`src/rtl/hazard_ctrl.sv`:
```
// hazard_ctrl: central pipeline sequencer for the 5-stage RV32 core.
//
// It decides each cycle how the pipeline registers advance. The cases, in
// priority order, are:
//   - freeze the whole pipeline while a data-memory access is not ready,
//   - apply a control-flow redirect resolved in EX,
//   - insert a single bubble for a load-use hazard between ID and EX,
//   - otherwise let everything advance.
// A data access that stays not-ready for MEM_TIMEOUT consecutive cycles
// halts the core until reset. Saturating counters record stall, flush and
// memory-wait cycles.
//
// Parameters:
//   MEM_TIMEOUT  consecutive not-ready cycles before halting (>= 2)
//   CNT_W        performance counter width
// Ports:
//   clk, reset                  clock, synchronous active-high reset
//   id_rs1/id_rs2, id_uses_*    source operands of the ID instruction
//   ex_mem_read, ex_rd          load-in-EX indication and its destination
//   ex_redirect                 taken branch / jal / jalr resolved in EX
//   dmem_req, dmem_ready        data-memory handshake of the MEM stage
//   perf_clr                    synchronous clear of all counters
//   pc_en, pc_redirect          PC update enable, select the EX target
//   if_id_en, if_id_flush       IF/ID enable, IF/ID bubble insert
//   id_ex_stall, id_ex_flush    ID/EX hold, ID/EX bubble insert
//   ex_mem_en                   EX/MEM enable
//   mem_wb_bubble               write a NOP into MEM/WB
//   halted                      sticky memory-timeout fault
//   stall_cnt/flush_cnt/memwait_cnt  saturating performance counters
module hazard_ctrl #(
  parameter int MEM_TIMEOUT = 16,
  parameter int CNT_W       = 32
) (
  input  logic             clk,
  input  logic             reset,
  input  logic [4:0]       id_rs1,
  input  logic [4:0]       id_rs2,
  input  logic             id_uses_rs1,
  input  logic             id_uses_rs2,
  input  logic             ex_mem_read,
  input  logic [4:0]       ex_rd,
  input  logic             ex_redirect,
  input  logic             dmem_req,
  input  logic             dmem_ready,
  input  logic             perf_clr,
  output logic             pc_en,
  output logic             pc_redirect,
  output logic             if_id_en,
  output logic             if_id_flush,
  output logic             id_ex_stall,
  output logic             id_ex_flush,
  output logic             ex_mem_en,
  output logic             mem_wb_bubble,
  output logic             halted,
  output logic [CNT_W-1:0] stall_cnt,
  output logic [CNT_W-1:0] flush_cnt,
  output logic [CNT_W-1:0] memwait_cnt
);

  typedef enum logic [1:0] {RUN, MEM_WAIT, HALT} state_t;

  localparam int WAIT_W = $clog2(MEM_TIMEOUT + 1);
  // The RUN entry cycle is the first not-ready cycle and wait_cnt starts at 0
  // in MEM_WAIT, so the MEM_TIMEOUT-th not-ready cycle sees MEM_TIMEOUT-2.
  localparam logic [WAIT_W-1:0] WAIT_LAST = WAIT_W'(MEM_TIMEOUT - 2);

  state_t             state_q, state_d;
  logic [WAIT_W-1:0]  wait_cnt_q, wait_cnt_d;
  logic [CNT_W-1:0]   stall_cnt_q, stall_cnt_d;
  logic [CNT_W-1:0]   flush_cnt_q, flush_cnt_d;
  logic [CNT_W-1:0]   memwait_cnt_q, memwait_cnt_d;

  logic mem_stall;
  logic load_use;
  logic ev_freeze;
  logic ev_redirect;
  logic ev_load_use;

  function automatic logic [CNT_W-1:0] sat_inc(input logic [CNT_W-1:0] v);
    return (&v) ? v : v + CNT_W'(1);
  endfunction

  function automatic logic [CNT_W-1:0] cnt_next(input logic [CNT_W-1:0] v,
                                                input logic clr,
                                                input logic ev);
    if (clr)     return '0;
    else if (ev) return sat_inc(v);
    else         return v;
  endfunction

  assign mem_stall = dmem_req && !dmem_ready;
  assign load_use  = ex_mem_read && (ex_rd != 5'd0) &&
                     ((id_uses_rs1 && (id_rs1 == ex_rd)) ||
                      (id_uses_rs2 && (id_rs2 == ex_rd)));

  // Response selection and pipeline-control outputs
  always_comb begin
    pc_en         = 1'b1;
    pc_redirect   = 1'b0;
    if_id_en      = 1'b1;
    if_id_flush   = 1'b0;
    id_ex_stall   = 1'b0;
    id_ex_flush   = 1'b0;
    ex_mem_en     = 1'b1;
    mem_wb_bubble = 1'b0;
    ev_freeze     = 1'b0;
    ev_redirect   = 1'b0;
    ev_load_use   = 1'b0;

    if (state_q == HALT || mem_stall) begin
      ev_freeze = 1'b1;
    end else if (ex_redirect) begin
      // The ID instruction is on the wrong path, so load-use is moot.
      ev_redirect = 1'b1;
    end else if (load_use) begin
      ev_load_use = 1'b1;
    end

    if (ev_freeze) begin
      pc_en         = 1'b0;
      if_id_en      = 1'b0;
      id_ex_stall   = 1'b1;
      ex_mem_en     = 1'b0;
      mem_wb_bubble = 1'b1;
    end else if (ev_redirect) begin
      pc_redirect = 1'b1;
      if_id_flush = 1'b1;
      id_ex_flush = 1'b1;
    end else if (ev_load_use) begin
      pc_en       = 1'b0;
      if_id_en    = 1'b0;
      id_ex_flush = 1'b1;
    end

    // Hold the pipeline empty while reset is asserted.
    if (reset) begin
      pc_en         = 1'b0;
      pc_redirect   = 1'b0;
      if_id_en      = 1'b0;
      if_id_flush   = 1'b1;
      id_ex_stall   = 1'b0;
      id_ex_flush   = 1'b1;
      ex_mem_en     = 1'b0;
      mem_wb_bubble = 1'b1;
    end
  end

  // Next state, timeout counter and performance counters
  always_comb begin
    state_d    = state_q;
    wait_cnt_d = wait_cnt_q;

    case (state_q)
      RUN: begin
        if (mem_stall) begin
          state_d    = MEM_WAIT;
          wait_cnt_d = '0;
        end
      end
      MEM_WAIT: begin
        if (dmem_ready) begin
          state_d = RUN;
        end else if (wait_cnt_q == WAIT_LAST) begin
          state_d = HALT;
        end else begin
          wait_cnt_d = wait_cnt_q + WAIT_W'(1);
        end
      end
      HALT:    state_d = HALT;
      default: state_d = RUN;
    endcase

    stall_cnt_d   = cnt_next(stall_cnt_q,   perf_clr, ev_load_use);
    flush_cnt_d   = cnt_next(flush_cnt_q,   perf_clr, ev_redirect);
    memwait_cnt_d = cnt_next(memwait_cnt_q, perf_clr, ev_freeze);
  end

  // State register
  always_ff @(posedge clk) begin
    if (reset) begin
      state_q       <= RUN;
      wait_cnt_q    <= '0;
      stall_cnt_q   <= '0;
      flush_cnt_q   <= '0;
      memwait_cnt_q <= '0;
    end else begin
      state_q       <= state_d;
      wait_cnt_q    <= wait_cnt_d;
      stall_cnt_q   <= stall_cnt_d;
      flush_cnt_q   <= flush_cnt_d;
      memwait_cnt_q <= memwait_cnt_d;
    end
  end

  assign halted      = (state_q == HALT);
  assign stall_cnt   = stall_cnt_q;
  assign flush_cnt   = flush_cnt_q;
  assign memwait_cnt = memwait_cnt_q;

endmodule

```
`config.mk`:
```
export PLATFORM = sky130hd
export DESIGN_NAME = hazard_ctrl
export DESIGN_NICKNAME = d
export VERILOG_FILES = /design/src/rtl/hazard_ctrl.sv
export SDC_FILE = /design/constraint.sdc
export NUM_CORES = 1
export LEC_CHECK = 0
export BUFFER_PORTS_ARGS = -buffer_cell sky130_fd_sc_hd__buf_2
export CELL_PAD_IN_SITES_DETAIL_PLACEMENT = 1
export CELL_PAD_IN_SITES_GLOBAL_PLACEMENT = 1
export CORE_ASPECT_RATIO = 0.5
export CORE_MARGIN = 4
export CORE_UTILIZATION = 40
export CTS_BUF_LIST = sky130_fd_sc_hd__clkbuf_2 sky130_fd_sc_hd__clkbuf_4 sky130_fd_sc_hd__clkbuf_8
export CTS_CLUSTER_SIZE = 16
export DETAILED_ROUTE_END_ITERATION = 12
export PLACE_DENSITY = 0.85
export SLEW_MARGIN = 20
export SYNTH_ARGS = -nofsm -noshare
export SYNTH_HDL_FRONTEND = slang
export SYNTH_SLANG_ARGS = --single-unit
```
`constraint.sdc`:
```
create_clock -name clk -period 2.9 [get_ports clk]
set_input_delay 0.725 -clock clk [delete_from_list [all_inputs] [get_ports clk]]
set_output_delay 0.725 -clock clk [all_outputs]
set_load 0.02 [all_outputs]
```
# ---- Word level (Yosys, flattened, before mapping)
# Index checks and enable logic that the tools add are counted.
dict set report word_totals {
  register_bits 103
  input_bits 24
  word_cells 72
  out_inout_bits 105
}
dict set report classes {
  n_mux 31
  add_sub_neg 4
  n_eq_ne 9
  bitwise_logic 3
  n_reduce_logical 20
}
# op count
set ops {}
lappend ops {{32-bit by 1-bit adder with 32-bit output, second input constant} 3}
lappend ops {{32-bit AND reduction} 3}
lappend ops {{1-bit two-way mux} 23}
lappend ops {{5-bit two-way mux} 3}
lappend ops {{5-bit == test} 2}
lappend ops {{5-bit case mux with 2 select lines} 1}
lappend ops {{2-bit AND reduction} 4}
lappend ops {{2-bit two-way mux} 3}
lappend ops {{2-bit != test, second input constant} 3}
lappend ops {{2-bit case mux with 3 select lines} 1}
lappend ops {{5-bit by 1-bit adder with 5-bit output, second input constant} 1}
lappend ops {{5-bit by 4-bit == test with 1-bit output, second input constant} 1}
lappend ops {{1-bit logical AND} 5}
lappend ops {{5-bit nonzero test} 1}
lappend ops {{4-bit AND reduction} 1}
lappend ops {{3-bit != test, second input constant} 1}
lappend ops {{1-bit inverter} 3}
lappend ops {{2-bit by 1-bit == test with 1-bit output, second input constant} 1}
lappend ops {{2-bit == test, second input constant} 1}
lappend ops {{2-bit zero test} 1}
lappend ops {{1-bit logical OR} 2}
lappend ops {{2-bit nonzero test} 1}
lappend ops {{2-bit OR reduction} 1}
lappend ops {{1-bit zero test} 1}

# ---- Longest topological paths before layout
dict set report depth {
  ltp_word 11
  mapped_depth 8
  mapped_depth_nobuf 7
}

# ---- Worst setup path after synthesis
# OpenSTA, ideal clock, no wires.
dict set report synth_timing {
  kind {input port to output port}
  startpoint {input ex_rd[1]}
  endpoint {output pc_en}
  t_required_ns 2.175
  arrival_time_ns 2.143
  stages 5
  n_path_buf 1
  setup_slack_ns 0.032
  cell_sequence {or4_1 -> o21ai_1 -> inv_1 -> a21oi_1 -> buf_4}
}
dict set report synth_via {
  elab_chain_len 11
  word_cells_on_any_way 15
  cone_classes {2 x eq/ne; 7 x mux; 6 x reduce/logical}
}
# item line_no
set synth_lines {}
lappend synth_lines {{from (decl)} 41} ;# input logic [4:0] ex_rd,
lappend synth_lines {{5-bit == test, on equally long branches} {93, 94}}
lappend synth_lines {{1-bit logical AND, on equally long branches} {93, 94}}
lappend synth_lines {{1-bit logical OR} 93} ;# ((id_uses_rs1 && (id_rs1 == ex_rd)) ||
lappend synth_lines {{1-bit logical AND *} 92} ;# assign load_use = ex_mem_read && (ex_rd != 5'd0) &&
lappend synth_lines {{1-bit two-way mux *} 115} ;# end else if (load_use) begin
lappend synth_lines {{1-bit two-way mux *} 112} ;# end else if (ex_redirect) begin
lappend synth_lines {{1-bit two-way mux *} 110} ;# if (state_q == HALT || mem_stall) begin
lappend synth_lines {{1-bit two-way mux * (4 in a row)} --}
lappend synth_lines {{to (decl)} 46} ;# output logic pc_en,
# Mark *: on every way between the ends. The rest lies on a longest branch, timed or not.

# ---- Worst setup path after layout
dict set report layout_timing {
  startpoint {input ex_rd[1]}
  endpoint {output if_id_en}
}
dict set report layout_via {
  elab_chain_len 11
  word_cells_on_any_way 15
  cone_classes {2 x eq/ne; 7 x mux; 6 x reduce/logical}
}
# item line_no
set layout_lines {}
lappend layout_lines {{5-bit == test, on equally long branches} {93, 94}}
lappend layout_lines {{1-bit logical AND, on equally long branches} {93, 94}}
lappend layout_lines {{1-bit logical OR} 93}
lappend layout_lines {{1-bit logical AND *} 92}
lappend layout_lines {{1-bit two-way mux *} 115}
lappend layout_lines {{1-bit two-way mux *} 112}
lappend layout_lines {{1-bit two-way mux *} 110}
lappend layout_lines {{1-bit two-way mux *} 129} ;# end else if (ev_load_use) begin
lappend layout_lines {{1-bit two-way mux *} 125} ;# end else if (ev_redirect) begin
lappend layout_lines {{1-bit two-way mux *} 119} ;# if (ev_freeze) begin
lappend layout_lines {{1-bit two-way mux *} 136} ;# if (reset) begin
lappend layout_lines {{to (decl)} 48} ;# output logic if_id_en,
# Marked as above.

==> out/metrics.cfg <==
[cts]
cts_sinks = 103
cts.htree.levels = 3
path_clk_slew_ns = 0.10
cts_buffers = 9
root_buffer = clkbuf_8
clk_latency_ns = 0.37
tritoncts = yes
hold_buffers = 0
clockBufferDepth = 2
post_cts_buffers = 0

[sta]
fmax_mhz = 361
rsz0062_at_grt = no
setup_violations = 0
tightestPinTransition_ns = 0.705
timing.final.ws_setup_ns = 0.127
period_share_pct = 95.6
slew_violations = 0
hold_violations = 0
fin_crit_ns = 2.77
tns_ns = 0
skew_ns = 0.0104
relSlewSlack_pct = 52.6

[finish]
num-fill-cells = 1525
nNetsFinal = 773
areaGrowthSynthToFinish_pct = 21.6
drive_above_1_share_pct = 23.0
antennaDiodeCount = 0
final_cells = 914
fin_util_pct = 51.1

[die]
die-area_sq_um = 14700
start_util_pct = 42.0
dieHeight_microns = 87.9
die_w_microns = 168
rows = 28
boundaryPins = 129
core_sq_um = 12200

[drt]
drt_iter0_markers = 240
wl_met2_microns = 7310
vias_per_cell = 5.46
drc = 0
wl_met3_microns = 459
firstDrtPassIters = 4
via_count = 4987
wl_microns = 15200
drtAntennaViolNets = 0
top_layer_used = met4
wl_met1_microns = 7260
wl_per_cell_microns = 16.6

[power_and_ir_drop]
p_sw_mw = 0.619
pwr-share-seq_pct = 54.6
p_total_mw = 2.61
ir_drop_mv = 0.220
p_leak_nw = 2.44
power.density_nw_per_um2 = 420
switching_share_pct = 23.8
clkPwrFrac_pct = 39.9
p_int_mw = 1.99
p_comb_share_pct = 5.5

[setup_path]
crit_type = in -> out
r2r_slack_ns = 0.39
setup.worst_path.start_class = primary input
cp-end-kind = output port
arrival_ns = 2.05
r2r_start = stall_cnt[10]
worstPathRequired_ns = 2.17
ff2ff_path_depth = 5
cp_max_fo = 3
timing.rr.end = stall_cnt[28]

[placement]
port_buffers = 128
dp_cells = 898
hpwl_microns = 11400
place_congestion = 0.840
place_ws_ns = 0.0961

[synthesis]
ys_top_cells_by_area = dfxtp_1 (40%), xor2_1 (8.4%), nor2_1 (6.8%)
synth_top_area_cell = dfxtp_1
avgSynthCellArea_sq_um = 8.36
syn_nets = 640
synth_top_area_share_pct = 40.4
yosys_warnings = 0
syn_inst = 611
syn_area_sq_um = 5110
synth_seq_area_share_pct = 40.4
synth.distinct_cells = 50
ys_ff_latch = 103

[worst_hold_path]
hold_class = reg -> reg
min_to = stall_cnt[20]
hold_depth = 2
hold_start = stall_cnt[20]

[global_route]
track_usage_pct = 20.4
antenna_found_initial = 0
grt_overflow = 0
grt_pass1_vias = 5008
grt_max_degree = 58
grt_pass1_wl_microns = 25000

[run_status]
outcome = completed

[job]
max-cap-violations = 0

-- cells by family (layout without fill, tap and decap cells) --
| logic type | count (synthesis) | after routing | synth area share (%) |
|---|---|---|---|
| AO/OA/AOI/OAI | 68 | 68 | 8.79 |
| AND/OR/NAND/NOR | 315 | 315 | 32.0 |
| flip-flops | 103 | 103 | 40.4 |
| buffers and inverters | 35 | 173 | 2.84 |
| adder cells (fa/ha/maj) | 5 | 5 | 1.22 |
| XOR/XNOR | 77 | 77 | 13.2 |
| multiplexers | 8 | 8 | 1.57 |
-- worst max-delay path by stage --
stage	startpoint	endpoint	slack (ns)	cells after the start
floorplan	ex_rd[1]	pc_en	0.03	5
global placement	ex_rd[1]	pc_en	0.16	6
detailed placement	ex_rd[1]	if_id_en	0.1	6
CTS	ex_rd[1]	if_id_en	0.09	6
global route	ex_rd[1]	if_id_en	0.05	6
finish	ex_rd[1]	if_id_en	0.13	6
-- cell type report --
class	count	area (sq um)	share of cell area [%]
tap	165	206	3.33
clock buffer	10	138	2.22
inverter	14	52.6	0.846
sequential	103	2060	33.2
multi-input combinational	473	2900	46.8
clock inverter	6	92.6	1.49
timing repair buffer	143	753	12.1
-- layout by cell type, fill, tap and decap left out, types with 3 or more instances in the layout --
cell,Yosys,routed
xor2_1,49,49
clkbuf_8,0,10
or2_2,3,3
or4_1,9,9
o31ai_1,8,8
inv_1,14,14
and4_1,10,10
nand2_1,45,45
mux2i_1,8,8
or3_1,20,20
nor3_1,10,10
buf_2,2,128
o21ai_0,16,16
a21oi_1,24,24
nor2_1,92,92
nand4_1,39,39
dfxtp_1,103,103
buf_4,1,15
nor4_1,5,5
a211oi_1,3,3
xnor2_1,28,28
and2_1,5,5
ha_1,5,5
and3_1,16,16
nand3_1,45,45
-- per-stage QoR --
step | hold slack [ns] | area, sq um
floorplan | 0.472 | 5110
global route | 0.545 | 6210
CTS | 0.515 | 6200
finish | 0.514 | 6210
detailed placement | 0.499 | 5970
global placement | 0.482 | 5970
-- state kept, by name, indices dropped and copies added, names as in the netlist --
name	cells
state_q	2
flush_cnt	32
memwait_cnt	32
wait_cnt_q	5
stall_cnt	32
-- power groups by stage --
stage               registers (mW)  clock network (mW)  logic, mW
finish                        1.42                1.04      0.143
global route                  1.42                1.14      0.155
CTS                           1.42                1.07      0.143
detailed placement            1.46                   0      0.142
global placement              1.46                   0      0.136
floorplan                     1.46                   0     0.0823
-- per-layer routing --
metal	vias up	GRT usage, %
met4	0	4.57
met3	12	3.65
met2	72	35.4
met1	2467	27.0
li1	2436	-
met5	-	0
-- critical path: stages --
cell and delay (ns):
buf_2 0.12, or4_1 0.54, o21ai_2 0.18, inv_1 0.07, a21oi_1 0.21, buf_2 0.21
-- synth_stat cells, drive strengths merged --
master,count
o41ai,1
nand4b,2
and2,6
inv,14
a21oi,24
nand3,46
and4b,1
nand4,40
and4,10
nor3,10
o31ai,8
mux2i,8
o211a,1
nor4,6
nor4b,2
clkbuf,17
ha,5
or4b,1
o41a,1
buf,4
or4,10
o311ai,2
o22ai,1
xnor2,28
and3,16
nor2,92
xor2,49
a2111oi,3
a31oi,2
nand2b,2
or2,4
dfxtp,103
nor2b,2
nand2,45
a211oi,5
a21o,1
o21ai,19
or3,20
-- timing repair --
item                                    CTS  global route
endpoints found under the setup margin    0             2
resized for setup                         0             1
hold endpoints to repair                  0             0
Note: power is estimated with default switching activity, not from simulation.
